--- config.mk ---
export PLATFORM = sky130hd
export DESIGN_NAME = id_ex_stage
export DESIGN_NICKNAME = d
export VERILOG_FILES = /design/src/rtl/id_ex_stage.sv
export SDC_FILE = /design/constraint.sdc
export NUM_CORES = 1
export LEC_CHECK = 0
export CELL_PAD_IN_SITES_DETAIL_PLACEMENT = 0
export CELL_PAD_IN_SITES_GLOBAL_PLACEMENT = 2
export CORE_UTILIZATION = 38
export CTS_CLUSTER_DIAMETER = 80
export CTS_CLUSTER_SIZE = 10
export DETAILED_ROUTE_END_ITERATION = 16
export DONT_BUFFER_PORTS = 1
export GPL_TIMING_DRIVEN = 0
export PLACE_DENSITY_LB_ADDON = 0.1
export SLEW_MARGIN = 40
export SYNTH_ARGS = -nofsm -noshare
export SYNTH_HDL_FRONTEND = slang
export SYNTH_SLANG_ARGS = --single-unit
--- constraint.sdc ---
create_clock -name clk_i -period 6.7 [get_ports clk_i]
set_input_delay 1.34 -clock clk_i [delete_from_list [all_inputs] [get_ports clk_i]]
set_output_delay 1.34 -clock clk_i [all_outputs]
set_load 0.05 [all_outputs]
--- src/rtl/id_ex_stage.sv ---
// id_ex_stage: ID/EX pipeline register with ALU-control decode, operand forwarding and load-use bubbling.
// Optional macro RV32M_EN: decode funct7=0000001 R-type as MUL..REMU; undefined, those encodings are illegal.
module id_ex_stage #(
  parameter int XLEN       = 32,
  parameter int REG_ADDR_W = 5
) (
  input  logic                  clk_i,
  input  logic                  rst_i,
  input  logic                  id_valid_i,
  input  logic [31:0]           id_instr_i,
  input  logic [XLEN-1:0]       id_pc_i,
  input  logic [XLEN-1:0]       id_rs1_data_i,
  input  logic [XLEN-1:0]       id_rs2_data_i,
  input  logic [XLEN-1:0]       id_imm_i,
  input  logic                  stall_i,
  input  logic                  flush_i,
  input  logic [REG_ADDR_W-1:0] exmem_rd_i,
  input  logic                  exmem_reg_write_i,
  input  logic [XLEN-1:0]       exmem_result_i,
  input  logic [REG_ADDR_W-1:0] memwb_rd_i,
  input  logic                  memwb_reg_write_i,
  input  logic [XLEN-1:0]       memwb_data_i,
  output logic                  load_use_stall_o,
  output logic                  ex_valid_o,
  output logic [XLEN-1:0]       opr_1,
  output logic [XLEN-1:0]       opr_2,
  output logic [3:0]            alu_op,
  output logic                  flag,
  output logic                  eq,
  output logic                  ex_is_branch_o,
  output logic                  ex_mem_read_o,
  output logic                  ex_mem_write_o,
  output logic                  ex_reg_write_o,
  output logic [REG_ADDR_W-1:0] ex_rd_o,
  output logic [XLEN-1:0]       ex_store_data_o,
  output logic [XLEN-1:0]       ex_pc_o,
  output logic                  ex_illegal_o
);

  localparam logic [6:0] OP_R     = 7'b0110011;
  localparam logic [6:0] OP_I     = 7'b0010011;
  localparam logic [6:0] OP_LOAD  = 7'b0000011;
  localparam logic [6:0] OP_STORE = 7'b0100011;
  localparam logic [6:0] OP_BR    = 7'b1100011;
  localparam logic [6:0] OP_LUI   = 7'b0110111;
  localparam logic [6:0] OP_AUIPC = 7'b0010111;
  localparam logic [6:0] OP_JAL   = 7'b1101111;
  localparam logic [6:0] OP_JALR  = 7'b1100111;

  // One EX slot; an all-zero value is a bubble.
  typedef struct packed {
    logic                  valid;
    logic [3:0]            alu_op;
    logic                  flag;
    logic                  eq;
    logic                  is_branch;
    logic                  mem_read;
    logic                  mem_write;
    logic                  reg_write;
    logic                  illegal;
    logic                  sel_pc;
    logic                  sel_zero;
    logic                  sel_rs2;
    logic [REG_ADDR_W-1:0] rd;
    logic [REG_ADDR_W-1:0] rs1;
    logic [REG_ADDR_W-1:0] rs2;
    logic [XLEN-1:0]       rs1_data;
    logic [XLEN-1:0]       rs2_data;
    logic [XLEN-1:0]       imm;
    logic [XLEN-1:0]       pc;
  } ex_t;

  ex_t        ex_q;
  ex_t        dec;
  logic [6:0] id_op;
  logic [2:0] id_f3;

  assign id_op = id_instr_i[6:0];
  assign id_f3 = id_instr_i[14:12];

  always_comb begin
    dec = '0;
    if (id_valid_i) begin
      dec.valid    = 1'b1;
      dec.eq       = ~id_instr_i[14] ^ id_instr_i[12];
      dec.rd       = id_instr_i[11:7];
      dec.rs1      = id_instr_i[19:15];
      dec.rs2      = id_instr_i[24:20];
      dec.rs1_data = id_rs1_data_i;
      dec.rs2_data = id_rs2_data_i;
      dec.imm      = id_imm_i;
      dec.pc       = id_pc_i;
      case (id_op)
        OP_R: begin
          dec.sel_rs2   = 1'b1;
          dec.reg_write = 1'b1;
          if (id_instr_i[31:25] == 7'b0000001) begin
`ifdef RV32M_EN
            dec.alu_op = {1'b1, id_f3};
`else
            dec.alu_op    = {1'b0, id_f3};
            dec.reg_write = 1'b0;
            dec.illegal   = 1'b1;
`endif
          end else begin
            dec.alu_op = {id_instr_i[25], id_f3};
            dec.flag   = (id_f3 == 3'b000 || id_f3 == 3'b101) ? id_instr_i[30] : 1'b0;
          end
        end
        OP_I: begin
          dec.alu_op    = {1'b0, id_f3};
          dec.flag      = (id_f3 == 3'b101) ? id_instr_i[30] : 1'b0;
          dec.reg_write = 1'b1;
        end
        OP_BR: begin
          dec.alu_op    = {2'b00, id_f3[2:1]};
          dec.flag      = (id_f3[2:1] == 2'b00);
          dec.is_branch = 1'b1;
          dec.sel_rs2   = 1'b1;
        end
        OP_LOAD: begin
          dec.mem_read  = 1'b1;
          dec.reg_write = 1'b1;
        end
        OP_STORE: dec.mem_write = 1'b1;
        OP_LUI: begin
          dec.sel_zero  = 1'b1;
          dec.reg_write = 1'b1;
        end
        OP_AUIPC: begin
          dec.sel_pc    = 1'b1;
          dec.reg_write = 1'b1;
        end
        OP_JAL, OP_JALR: dec.reg_write = 1'b1;
        default: dec.illegal = 1'b1;
      endcase
    end
  end

  // Hazard: the EX load's result is not ready for an ID instruction that reads it.
  logic id_uses_rs2;
  assign id_uses_rs2 = (id_op == OP_R) || (id_op == OP_BR) || (id_op == OP_STORE);
  assign load_use_stall_o = !flush_i && id_valid_i && ex_q.valid && ex_q.mem_read &&
                            (ex_q.rd != '0) &&
                            ((ex_q.rd == id_instr_i[19:15]) ||
                             (id_uses_rs2 && (ex_q.rd == id_instr_i[24:20])));

  // Handshake: id_valid_i offers an instruction; it is taken at posedge unless
  // flush_i, stall_i or load_use_stall_o is high (ID must hold while stalled).
  always_ff @(posedge clk_i or posedge rst_i) begin
    if (rst_i) begin
      ex_q <= '0;
    end else if (flush_i) begin
      ex_q <= '0;
    end else if (stall_i) begin
      ex_q <= ex_q;
    end else if (load_use_stall_o) begin
      ex_q <= '0;
    end else begin
      ex_q <= dec;
    end
  end

  logic            fwd1_ex, fwd1_wb, fwd2_ex, fwd2_wb;
  logic [XLEN-1:0] rs1_fwd, rs2_fwd;

  assign fwd1_ex = exmem_reg_write_i && (exmem_rd_i != '0) && (exmem_rd_i == ex_q.rs1);
  assign fwd1_wb = memwb_reg_write_i && (memwb_rd_i != '0) && (memwb_rd_i == ex_q.rs1);
  assign fwd2_ex = exmem_reg_write_i && (exmem_rd_i != '0) && (exmem_rd_i == ex_q.rs2);
  assign fwd2_wb = memwb_reg_write_i && (memwb_rd_i != '0) && (memwb_rd_i == ex_q.rs2);

  assign rs1_fwd = fwd1_ex ? exmem_result_i : (fwd1_wb ? memwb_data_i : ex_q.rs1_data);
  assign rs2_fwd = fwd2_ex ? exmem_result_i : (fwd2_wb ? memwb_data_i : ex_q.rs2_data);

  assign opr_1 = ex_q.sel_pc ? ex_q.pc : (ex_q.sel_zero ? '0 : rs1_fwd);
  assign opr_2 = ex_q.sel_rs2 ? rs2_fwd : ex_q.imm;

  assign ex_valid_o      = ex_q.valid;
  assign alu_op          = ex_q.alu_op;
  assign flag            = ex_q.flag;
  assign eq              = ex_q.eq;
  assign ex_is_branch_o  = ex_q.is_branch;
  assign ex_mem_read_o   = ex_q.mem_read;
  assign ex_mem_write_o  = ex_q.mem_write;
  assign ex_reg_write_o  = ex_q.reg_write;
  assign ex_rd_o         = ex_q.rd;
  assign ex_store_data_o = rs2_fwd;
  assign ex_pc_o         = ex_q.pc;
  assign ex_illegal_o    = ex_q.illegal;

endmodule
# Word level (Yosys, flattened, before mapping)
# Index checks and enable logic that the tools add are counted.
# Widths: inputs -> output; s select.
# classes
reduce_logical	25
n_eq_ne	18
mux	25
bitwise	2
# op_table
cell	count
$mux 158	4
$mux 32	7
$eq 5x5->1	6
$eq 7x6->1 const B	3
$eq 7x7->1 const B	3
$pmux 5 s3	1
$reduce_bool 5->1	3
$eq 7x5->1 const B	2
$logic_and 1x1->1	12
$mux 1	9
$reduce_or 8->1	1
$eq 7x1->1 const B	1
$eq 7x2->1 const B	1
$reduce_or 6->1	1
$logic_or 1x1->1	4
$mux 4	1
$pmux 1 s2	2
$eq 3x3->1 const B	1
$logic_not 3->1	1
$logic_not 2->1	1
$mux 2	1
$ne 2x1->1 const B	1
$reduce_or 2->1	1
$logic_not 1->1	1
other kinds (2)	2
# word_totals
register_bits	158
out_inout_bits	146
word_cells	89

# Depth between registers and ports, before layout
# logic_depth
word_depth	9
ltp_mapped	8
depth_no_buf	5

# Least setup slack after synthesis
# Ideal clock, no wire load.
# synth_path
path_kind	input to output
start	input port exmem_rd_i[1]
end	output port opr_2[10]
path_slack_ns	1.576
stages	6
t_arrival_ns	3.784
t_required_ns	5.360
path_cell_list	or4_4 -> o211ai_4 -> buf_2 -> nor3_1 -> a31oi_1 -> mux2_2
# synth_between
elab_chain_cells	5
# synth_rtl
item	line_no	source
start, declared	17	input logic [REG_ADDR_W-1:0] exmem_rd_i,
$reduce_bool 5->1	169	assign fwd2_ex = exmem_reg_write_i && (exmem_rd_i != '0) && (exmem_rd_i == ex_q.rs2);
$logic_and 1x1->1	169	
$logic_and 1x1->1 (*)	169	
$mux 32 (*)	173	assign rs2_fwd = fwd2_ex ? exmem_result_i : (fwd2_wb ? memwb_data_i : ex_q.rs2_data);
net ex_store_data_o[10]	35	output logic [XLEN-1:0] ex_store_data_o,
$mux 32 (*)	176	assign opr_2 = ex_q.sel_rs2 ? rs2_fwd : ex_q.imm;
end, declared	26	output logic [XLEN-1:0] opr_2,
# Mark *: on every way through the listed nets, which the timed path passes. The rest lies on a longest branch.

# Worst setup path in the final report
# layout_path
start	input port exmem_rd_i[1]
end	output port opr_2[18]
# Same word-level chain as after synthesis.

==> impl_metrics.yaml <==
run_status:
  status: "complete, no violations"
setup_path:
  worstPathRequired_ps: 5360
  r2r-start: "ex_rd_o[1]"
  start_kind: "input port"
  reg2reg_depth: 6
  r2r-end: "ex_q[55]"
  worst_setup_path_end_kind: "primary output"
  arrival_ps: 4060
  cp_max_fo: 10
  rrSetupSlack_ps: 4040
  critPathKind: "input port to primary output"
timing:
  max_freq_mhz: 185
  worstMarginPinSlew_ps: 833
  fin_crit_ps: 5400
  hold_violations: 0
  rsz0062_at_grt: "no"
  period_share_pct: 80.6
  finalClockSkew_ps: 13.4
  slew_viol_final: 0
  holdWs_ps: 497
  setup_viol: 0
  relSlewSlack_pct: 44.5
synthesis:
  dominantRegCellSynth: "dfrtp_1"
  synth_top_area_share_pct: 45.2
  synth_area_sq_um: 8750
  syn_inst: 837
  synth_edf_count: 0
  synth_nets: 1078
  synth_area_leaders: "dfrtp_1, a22o_1, mux2i_1"
  ys_types: 45
  synth_seq_cells: 158
  yosys.area.top_type: "dfrtp_1"
  syn_area_per_cell_sq_um: 10.5
  ys_seq_area_share_pct: 45.2
  ys.warnings.count: 0
  async_flop_share_pct: 100
drt:
  finalWirelength_um: 35200
  ant_nets: 0
  drt_first_pass_iters: 5
  post_drt_wl_per_cell_um: 30.5
  viasPerCell: 6.47
  drtIter0Drc: 518
  remaining_drc_errors: 0
  vias: 7468
layout:
  areaGrowthSynthToFinish_pct: 15.8
  final_common_cell: "dfrtp_1"
  instances_no_fill: 1155
  layout_common_cells: "dfrtp_1, a22o_1, clkbuf_1"
  nNetsFinal: 1099
  layout-drive-gt1-share_pct: 23.3
  antenna_cells: 0
power_and_ir_drop:
  powerDensity_nw_per_um2: 238
  p_leak_nw: 4.26
  vdd_ir_drop_max_mv: 0.138
placement:
  dp_cells: 1124
  hpwl_um: 26800
  port_buffers: 0
  gp_congestion: 0.860
cts:
  clk_path_buf_depth: 2
  clk_pin_slew_ps: 70
  hold_buffers: 0
  clock_latency_ps: 430
  clkSinkCount: 158
  cts.repair.resized: 0
  cts_tree: "yes"
  htree_levels: 4
  root_buffer: "clkbuf_16"
  post-cts-setup-buffer-count: 0
  cts_made_buffers: 17
grt:
  grt_usage_pct: 29.5
  grt_overflow: 0
  antenna_found_initial: 0
  grt_start_max_net_pins: 67
  first_global_vias: 7778
  grt_pass1_wl_um: 51300
floorplanning:
  dieWidth_um: 154
  die_h_um: 154
  core_area_sq_um: 22600
  ios: 387
  core.rowCount: 55
  dieArea_sq_um: 23600
  initial_utilization_pct: 38.6
flow_run:
  drv_cap: 0
hold_path:
  min_path_cells: 1
  worstHoldStart: "alu_op[3]"
  hold_end: "alu_op[3]"
  min_path_type: "flop to flop"
synth_stat cells, types with 2 or more instances:
| cell type | count |
|---|---|
| a21oi_1 | 3 |
| a221oi_1 | 7 |
| a22o_1 | 151 |
| a22oi_1 | 32 |
| a31oi_1 | 26 |
| a32o_1 | 8 |
| and3_1 | 34 |
| buf_1 | 3 |
| buf_2 | 16 |
| buf_4 | 41 |
| buf_6 | 2 |
| clkbuf_1 | 60 |
| dfrtp_1 | 158 |
| inv_1 | 9 |
| mux2_2 | 26 |
| mux2i_1 | 32 |
| nand2_1 | 10 |
| nand3_1 | 30 |
| nand4_1 | 4 |
| nand4b_1 | 2 |
| nor2_1 | 18 |
| nor2b_1 | 4 |
| nor3_1 | 31 |
| nor3b_1 | 2 |
| nor4_1 | 4 |
| o21ai_0 | 39 |
| o22ai_1 | 8 |
| o31ai_1 | 27 |
| or2_2 | 2 |
| or3_1 | 2 |
| xnor2_1 | 32 |
sequential cells by signal (all words and copies together), names as in the netlist:
| name | cells |
|---|---|
| ex_mem_write_o | 1 |
| ex_reg_write_o | 1 |
| ex_is_branch_o | 1 |
| flag | 1 |
| ex_valid_o | 1 |
| ex_illegal_o | 1 |
| ex_pc_o | 32 |
| ex_q | 109 |
| alu_op | 4 |
| ex_mem_read_o | 1 |
| ex_rd_o | 5 |
| eq | 1 |
routing by layer:
metal,vias to the layer above,track usage [%],wire (um)
li1,3247,-,-
met1,3824,37.1,14700
met2,369,48.9,16900
met3,28,10.1,3270
met4,0,6.43,452
met5,-,0,0
worst max-delay path by stage:
stage,from,end,slack (ps),depth (start not counted)
floorplan,rst_i,alu_op[0],1100,1
global placement,rst_i,ex_pc_o[28],-680,1
detailed placement,exmem_rd_i[1],opr_2[18],1360,7
CTS,exmem_rd_i[1],opr_2[18],1330,7
global route,memwb_rd_i[4],opr_2[29],1190,7
finish,exmem_rd_i[1],opr_2[18],1300,7
logic make-up after synthesis:
| group | Yosys count | share of synthesized area [%] |
|---|---|---|
| and+or+nand+nor | 150 | 9.35 |
| buffers and inverters | 131 | 7.78 |
| muxes | 58 | 7.01 |
| AOI/OAI and AO/OA | 308 | 27.4 |
| DFF | 158 | 45.2 |
| xor gates and xnor gates | 32 | 3.20 |
power breakdown:
group	switching, mW	internal [mW]
sequential	0.0294	0.987
clock	0.432	0.567
combinational	0.295	0.0993
total	0.756	1.65
worst max-delay path, stage by stage:
cell and delay (ps):
xnor2_1 150, nand4_1 580, or2_2 550, buf_6 180
buf_6 170, a31oi_2 590, mux2_2 480
through the flow:
step / cell area [sq um] / setup WS (ps) / TNS [ps] / power [mW] / util [%]
2_1_floorplan: 8750 / 1100 / 0 / 1.33 / -
3_3_place_gp: 9100 / -684 / -105980 / 1.40 / 40.2
3_5_place_dp: 9530 / 1360 / 0 / 1.43 / 42.1
4_1_cts: 10100 / 1330 / 0 / 2.42 / 44.7
5_1_grt: 10100 / 1190 / 0 / 2.49 / 44.8
6_report: 10100 / 1300 / 0 / 2.41 / 44.8
area by class of cell:
| cell class | count | area [sq um] |
|---|---|---|
| fill | 2151 | 12500 |
| buffer | 122 | 651 |
| inverter | 9 | 41.3 |
| timing repair buffer | 2 | 55.1 |
| sequential | 158 | 3950 |
| clock buffer | 18 | 439 |
| clock inverter | 13 | 156 |
| tap | 285 | 357 |
| multi-input combinational | 548 | 4480 |
Note: power is estimated with default switching activity, not from simulation.
==> variant 1 (config.mk and constraints unchanged) <==
The option `RV32M_EN` is turned on by a define.
--- a/src/rtl/id_ex_stage.sv
+++ b/src/rtl/id_ex_stage.sv
@@ -1,4 +1,6 @@
 // id_ex_stage: ID/EX pipeline register with ALU-control decode, operand forwarding and load-use bubbling.
 // Optional macro RV32M_EN: decode funct7=0000001 R-type as MUL..REMU; undefined, those encodings are illegal.
+`define RV32M_EN
+
 module id_ex_stage #(
   parameter int XLEN       = 32,
Check against the original RTL: not equivalent (Yosys sat finds a counterexample within 4 cycles, from zero or initial values and one cycle with rst_i high).
==> variant 1 against the original RTL <==
  * Total power is 0.99% lower
  * Sequential cell count stayed put
  * Register-to-register slack improved by 0.15 ns
  * Clock power decreased by 0.6%
  * Routed wire length fell by 11%
  * Critical path depth decreased by 1
  * Design area decreased by 3.2%
  * Clock skew down 0.00053 ns
  * Final cell count shrank 4.2%
  * Worst setup slack better by 0.13 ns
  * Sequential share of layout area up 1.3 points
  * Synthesized cell count fell by 5.4%
  * Area after synthesis is 3.3% lower
  * Largest power group unchanged
  * Highest routed layer is now met5
==> variant 1: results (changes against the original RTL) <==
The sequential share of the synthesized area came out at 46.75% (+1.6 points). The aggregate global-route resource usage is 27.07% (-2.4 points). The launch point of the worst path is memwb_rd_i[4].

The detailed-route wire length per cell is 28.32 µm (-7.2%). The diode insertion count for antenna repair came to 0 (unchanged). The flip-flop count of the largest register, all copies and words added is 109 (unchanged). The buffers inserted during post-CTS setup optimization is 0 (unchanged). The via count of the first global-routing pass came out at 7,221 (-7.2%). The worst-skew pair later-pin latency came out at 0.43 ns (about the same). The distinct cell type count after synthesis came out at 50 (+11%).

The count of yosys warnings during synthesis was 0 (unchanged). The final clock skew came out at 0.01288 ns (-0.0005312 ns). The top cell type's share of synthesized area was 46.75% (+1.6 points).

The run finished with clean final reports. Clock tree synthesis selected as its root buffer the cell clkbuf_16. The synthesized netlist net count is 1,033 (-4.2%). The share of async-settable or async-resettable flops after synthesis is 100.0% (unchanged). The number of antenna violations at the first check in global routing is 1 (+1). The register clock-pin slew on the reported worst setup and hold paths came out at 0.07 ns (about the same). The largest register by flop count is ex_q. The maximum number of pins on one net before global-route repair came out at 79 (+18%). The number of fill cells came to 2,077 (-3.4%). The leakage power came out at 0.004092 µW (-3.9%). The placer's final routability congestion estimate came to 0.8931 (+3.9%). The maximum fanout along the worst path came out at 10 (unchanged).

The detailed-route via count came to 6,965 (-6.7%). The depth of the worst register-to-register path came to 7 (+1). The worst endpoint data arrival time came out at 3.94 ns (-0.12 ns).

The register-to-register path setup slack was 4.19 ns (+0.15 ns). The reg-to-reg endpoint is ex_q[33]$_DFFE_PP0P_. The total power divided by cell area came out at 243.2 mW/mm² (+2.3%). The maximum operating frequency is 0.1895 GHz (+2.4%). The critical path ends at opr_2[14]. The relative slew slack came out at 43.13% (-1.3 points). The wire length of the first global-routing pass was 45,040 µm (-12%).

The worst-case clock buffer depth is 2 (unchanged). The quantity of gates resized following cts is 0 (unchanged). The clock buffer count from CTS is 17 (unchanged). The number of DRC markers after the initial detailed-route iteration came out at 345 (-33%). The commonest cells after synthesis are dfrtp_1, a22o_1, clkbuf_1.

The worst-case setup slack after placement is 1.197 ns (-0.1640 ns). The number of search-and-repair iterations in the first detailed-routing pass came out at 5 (unchanged). The worst IR drop on VDD came out at 0.1300 mV (-5.8%). The kind of path behind the tightest hold check is flip-flop to flip-flop. The half-perimeter wire length after detailed placement came out at 24,100 µm (-10%). The count of port buffers added during placement is 0 (unchanged). The proportion of layout cells with a drive suffix above 1 came out at 25.30% (+2.0 points). The net count reported at finish came out at 1,054 (-4.1%). The post-detailed-placement cell area is 0.009203 mm² (-3.4%). By area the synthesized netlist is led by dfrtp_1, a22o_1, mux2_2, mux2i_1, buf_4. In this run the critical register-to-register path is launched from ex_rd_o[0]$_DFFE_PP0P_.

The H-tree depth reported by CTS is 4 (unchanged).
variant 1: cell type report:
type	count	area [µm²]	share of cell area (%)
clock inverters	12	133.9	1.365
well taps	280	350.3	3.573
plain buffers	117	650.6	6.636
flip-flops and latches	158	3954	40.33
multi-input cells	514	4185	42.69
repair buffers	2	55.05	0.5615
inverters	3	18.77	0.1914
clock buffers	20	456.7	4.658
variant 1: layer usage:
layer | up-vias | global-route usage [%] | part of all wire, % | wire, µm
met3 | 40 | 9.639 | 8.9 | 2796
met4 | 2 | 7.550 | 2.0 | 631
met1 | 3562 | 33.34 | 40 | 12640
met5 | - | 0 | 0.054 | 17
li1 | 3049 | - | - | -
met2 | 312 | 44.45 | 49 | 15240
variant 1: logic make-up (layout without fill, tap and decap cells):
family / Yosys count / count (layout) / share of synthesized area [%]
compound gates: 304 / 304 / 26.84
xor+xnor: 32 / 32 / 3.314
buf+inv: 120 / 154 / 7.782
flops: 158 / 158 / 46.75
mux: 64 / 64 / 8.049
simple gates: 114 / 114 / 7.265
variant 1: critical path, cell delays in order:
cell,delay (ns)
xor2_1,0.18
nor4b_4,0.59
clkbuf_1,0.48
nand3_1,0.16
a31oi_2,0.70
mux2_2,0.48
variant 1: worst min path at each step:
stage,startpoint,end,slack [ns],cells after the start
2_1_floorplan,alu_op[0]$_DFFE_PP0P_,alu_op[0]$_DFFE_PP0P_,0.45,2
3_3_place_gp,alu_op[2]$_DFFE_PP0P_,alu_op[2]$_DFFE_PP0P_,0.47,2
3_5_place_dp,alu_op[0]$_DFFE_PP0P_,alu_op[0]$_DFFE_PP0P_,0.48,2
4_1_cts,alu_op[0]$_DFFE_PP0P_,alu_op[0]$_DFFE_PP0P_,0.49,2
5_1_grt,alu_op[2]$_DFFE_PP0P_,alu_op[2]$_DFFE_PP0P_,0.51,2
6_report,alu_op[0]$_DFFE_PP0P_,alu_op[0]$_DFFE_PP0P_,0.49,2
variant 1: power by group:
part | leakage, µW | internal, µW | switching, µW
Sequential | 0.00216 | 987 | 29.1
Combinational | 0.00166 | 94.1 | 282
Clock | 0.000275 | 571 | 422
Total | 0.00409 | 1650 | 733
variant 1: stage by stage:
step / std cells / util, % / setup TNS (ns)
after floorplan: 792 / - / 0
after global placement: 1072 / 40.36 / -99.27
after detailed placement: 1074 / 42.17 / 0
after CTS: 1106 / 44.87 / 0
after global routing: 1106 / 44.93 / 0
final: 1106 / 44.93 / 0
==> variant 2 (same settings) <==
Made on the original files. Reset style: synchronous (`rst_i`), changed in one clocked block.
--- a/src/rtl/id_ex_stage.sv
+++ b/src/rtl/id_ex_stage.sv
@@ -148,5 +148,5 @@
   // Handshake: id_valid_i offers an instruction; it is taken at posedge unless
   // flush_i, stall_i or load_use_stall_o is high (ID must hold while stalled).
-  always_ff @(posedge clk_i or posedge rst_i) begin
+  always_ff @(posedge clk_i) begin
     if (rst_i) begin
       ex_q <= '0;
Check against the original RTL: differs if rst_i is asserted again (counterexample within 4 cycles, from zero or initial values and one cycle with rst_i high); with rst_i held inactive, the same outputs for 4 cycles.
==> variant 2 against the original RTL <==
  * Routed wire length decreased by 2.3%
  * Worst setup slack got worse by 0.39 ns
  * Count of clock-buffer cells in the layout increased by 1
  * Critical endpoint is now opr_2[24]
  * First-iteration DRC count decreased by 23%
  * Sequential cell count unchanged
  * Non-clock buffer count increased by 26
  * Largest cell class unchanged
  * Largest power group unchanged
  * Clock power decreased by 2.6%
  * Synthesized cell count increased by 6.6%
  * Critical path depth increased by 1
  * Design area decreased by 3.0%
  * Area after synthesis decreased by 4.0%
  * Total power decreased by 8.9%
  * Die area decreased by 3.9%
  * Final cell count increased by 4.8%
==> variant 2: results (changes against the original RTL) <==
The number of DRC markers after the initial detailed-route iteration was 397 (-23%). The flow ran to the end, and the final reports show no timing, DRC or antenna violations. The clock network fraction of design power is 44.3% (+2.9 points). The clock-cell share of area is 5.933% (+0.055 points).

The switching part of the total power came out at 27.65% (-3.7 points). The layout sequential cell count came out at 158 (unchanged). The register-to-register path setup slack is 4.33 ns (+0.29 ns). The buffer share of cell area is 8.531% (+1.6 points).

The final instance count without filler cells came out at 1,211 (+4.8%). The worst-case setup slack after placement is 0.7627 ns (-0.5980 ns). The total length of routed met2 wires was 16,470 µm (-2.2%). The leakage power is 0.003318 µW (-22%). The total power divided by cell area is 223.2 mW/mm² (-6.1%). The aggregate global-route resource usage came out at 29.49% (about the same).

The compound-gate portion of the synthesized area is 28.58% (+1.1 points). The total met3 wirelength after detailed routing is 2966 µm (-9.4%). The wire length of the first global-routing pass came out at 48,730 µm (-5.0%).

The XOR/XNOR share of the synthesized area came to 3.232% (+0.028 points). The cell at the slowest stage of the critical path is or4_1. The synthesized netlist net count is 1,133 (+5.1%). By count the netlist is led by dfxtp_1, a32o_1, clkbuf_1. The number of cells in the design after placement came to 1,178 (+4.8%).

Among all flip-flop cells after synthesis, the most frequent one is dfxtp_1. The multi-input logic cell count is 556 (+1.5%). The placer's final routability congestion estimate is 0.9072 (+5.5%). The number of non-clock buffers in the layout came to 150 (+21%).

The share of synthesized area spent on multiplexers is 8.102% (+1.1 points). The number of antenna violations at the first check in global routing came out at 1 (+1). The area taken by flip-flops and latches is 0.003163 mm² (-20%).

The maximum number of pins on one net before global-route repair came to 17 (-75%). The met2 global-route usage came out at 49.72% (+0.85 points). The post-synthesis cell count was 892 (+6.6%). The total length of routed wires came out at 34,430 µm (-2.3%).

The well-tap cell count came to 280 (-1.8%).
[variant 2: cell count changes in the layout (fill, tap and decap cells not counted), moves of 24 or more]
cell | before | now
dfrtp_1 | 158 | 0
dfxtp_1 | 0 | 158
a22o_1 | 151 | 3
a32o_1 | 8 | 147
nand2_1 | 10 | 47
a22oi_1 | 32 | 0
o21ai_2 | 32 | 0
o221ai_2 | 0 | 32
inv_1 | 8 | 34
clkbuf_1 | 57 | 81
[variant 2: final timing paths]
path,from,depth (start not counted),endpoint
setup / recovery,exmem_rd_i[1],8,opr_2[24]
hold reg to reg,ex_q[43]$_SDFFE_PP0N_,1,ex_q[43]$_SDFFE_PP0N_
setup reg to reg,ex_rd_o[4]$_SDFFE_PP0N_,7,ex_q[93]$_SDFFE_PP0N_
hold / removal,ex_q[43]$_SDFFE_PP0N_,1,ex_q[43]$_SDFFE_PP0N_
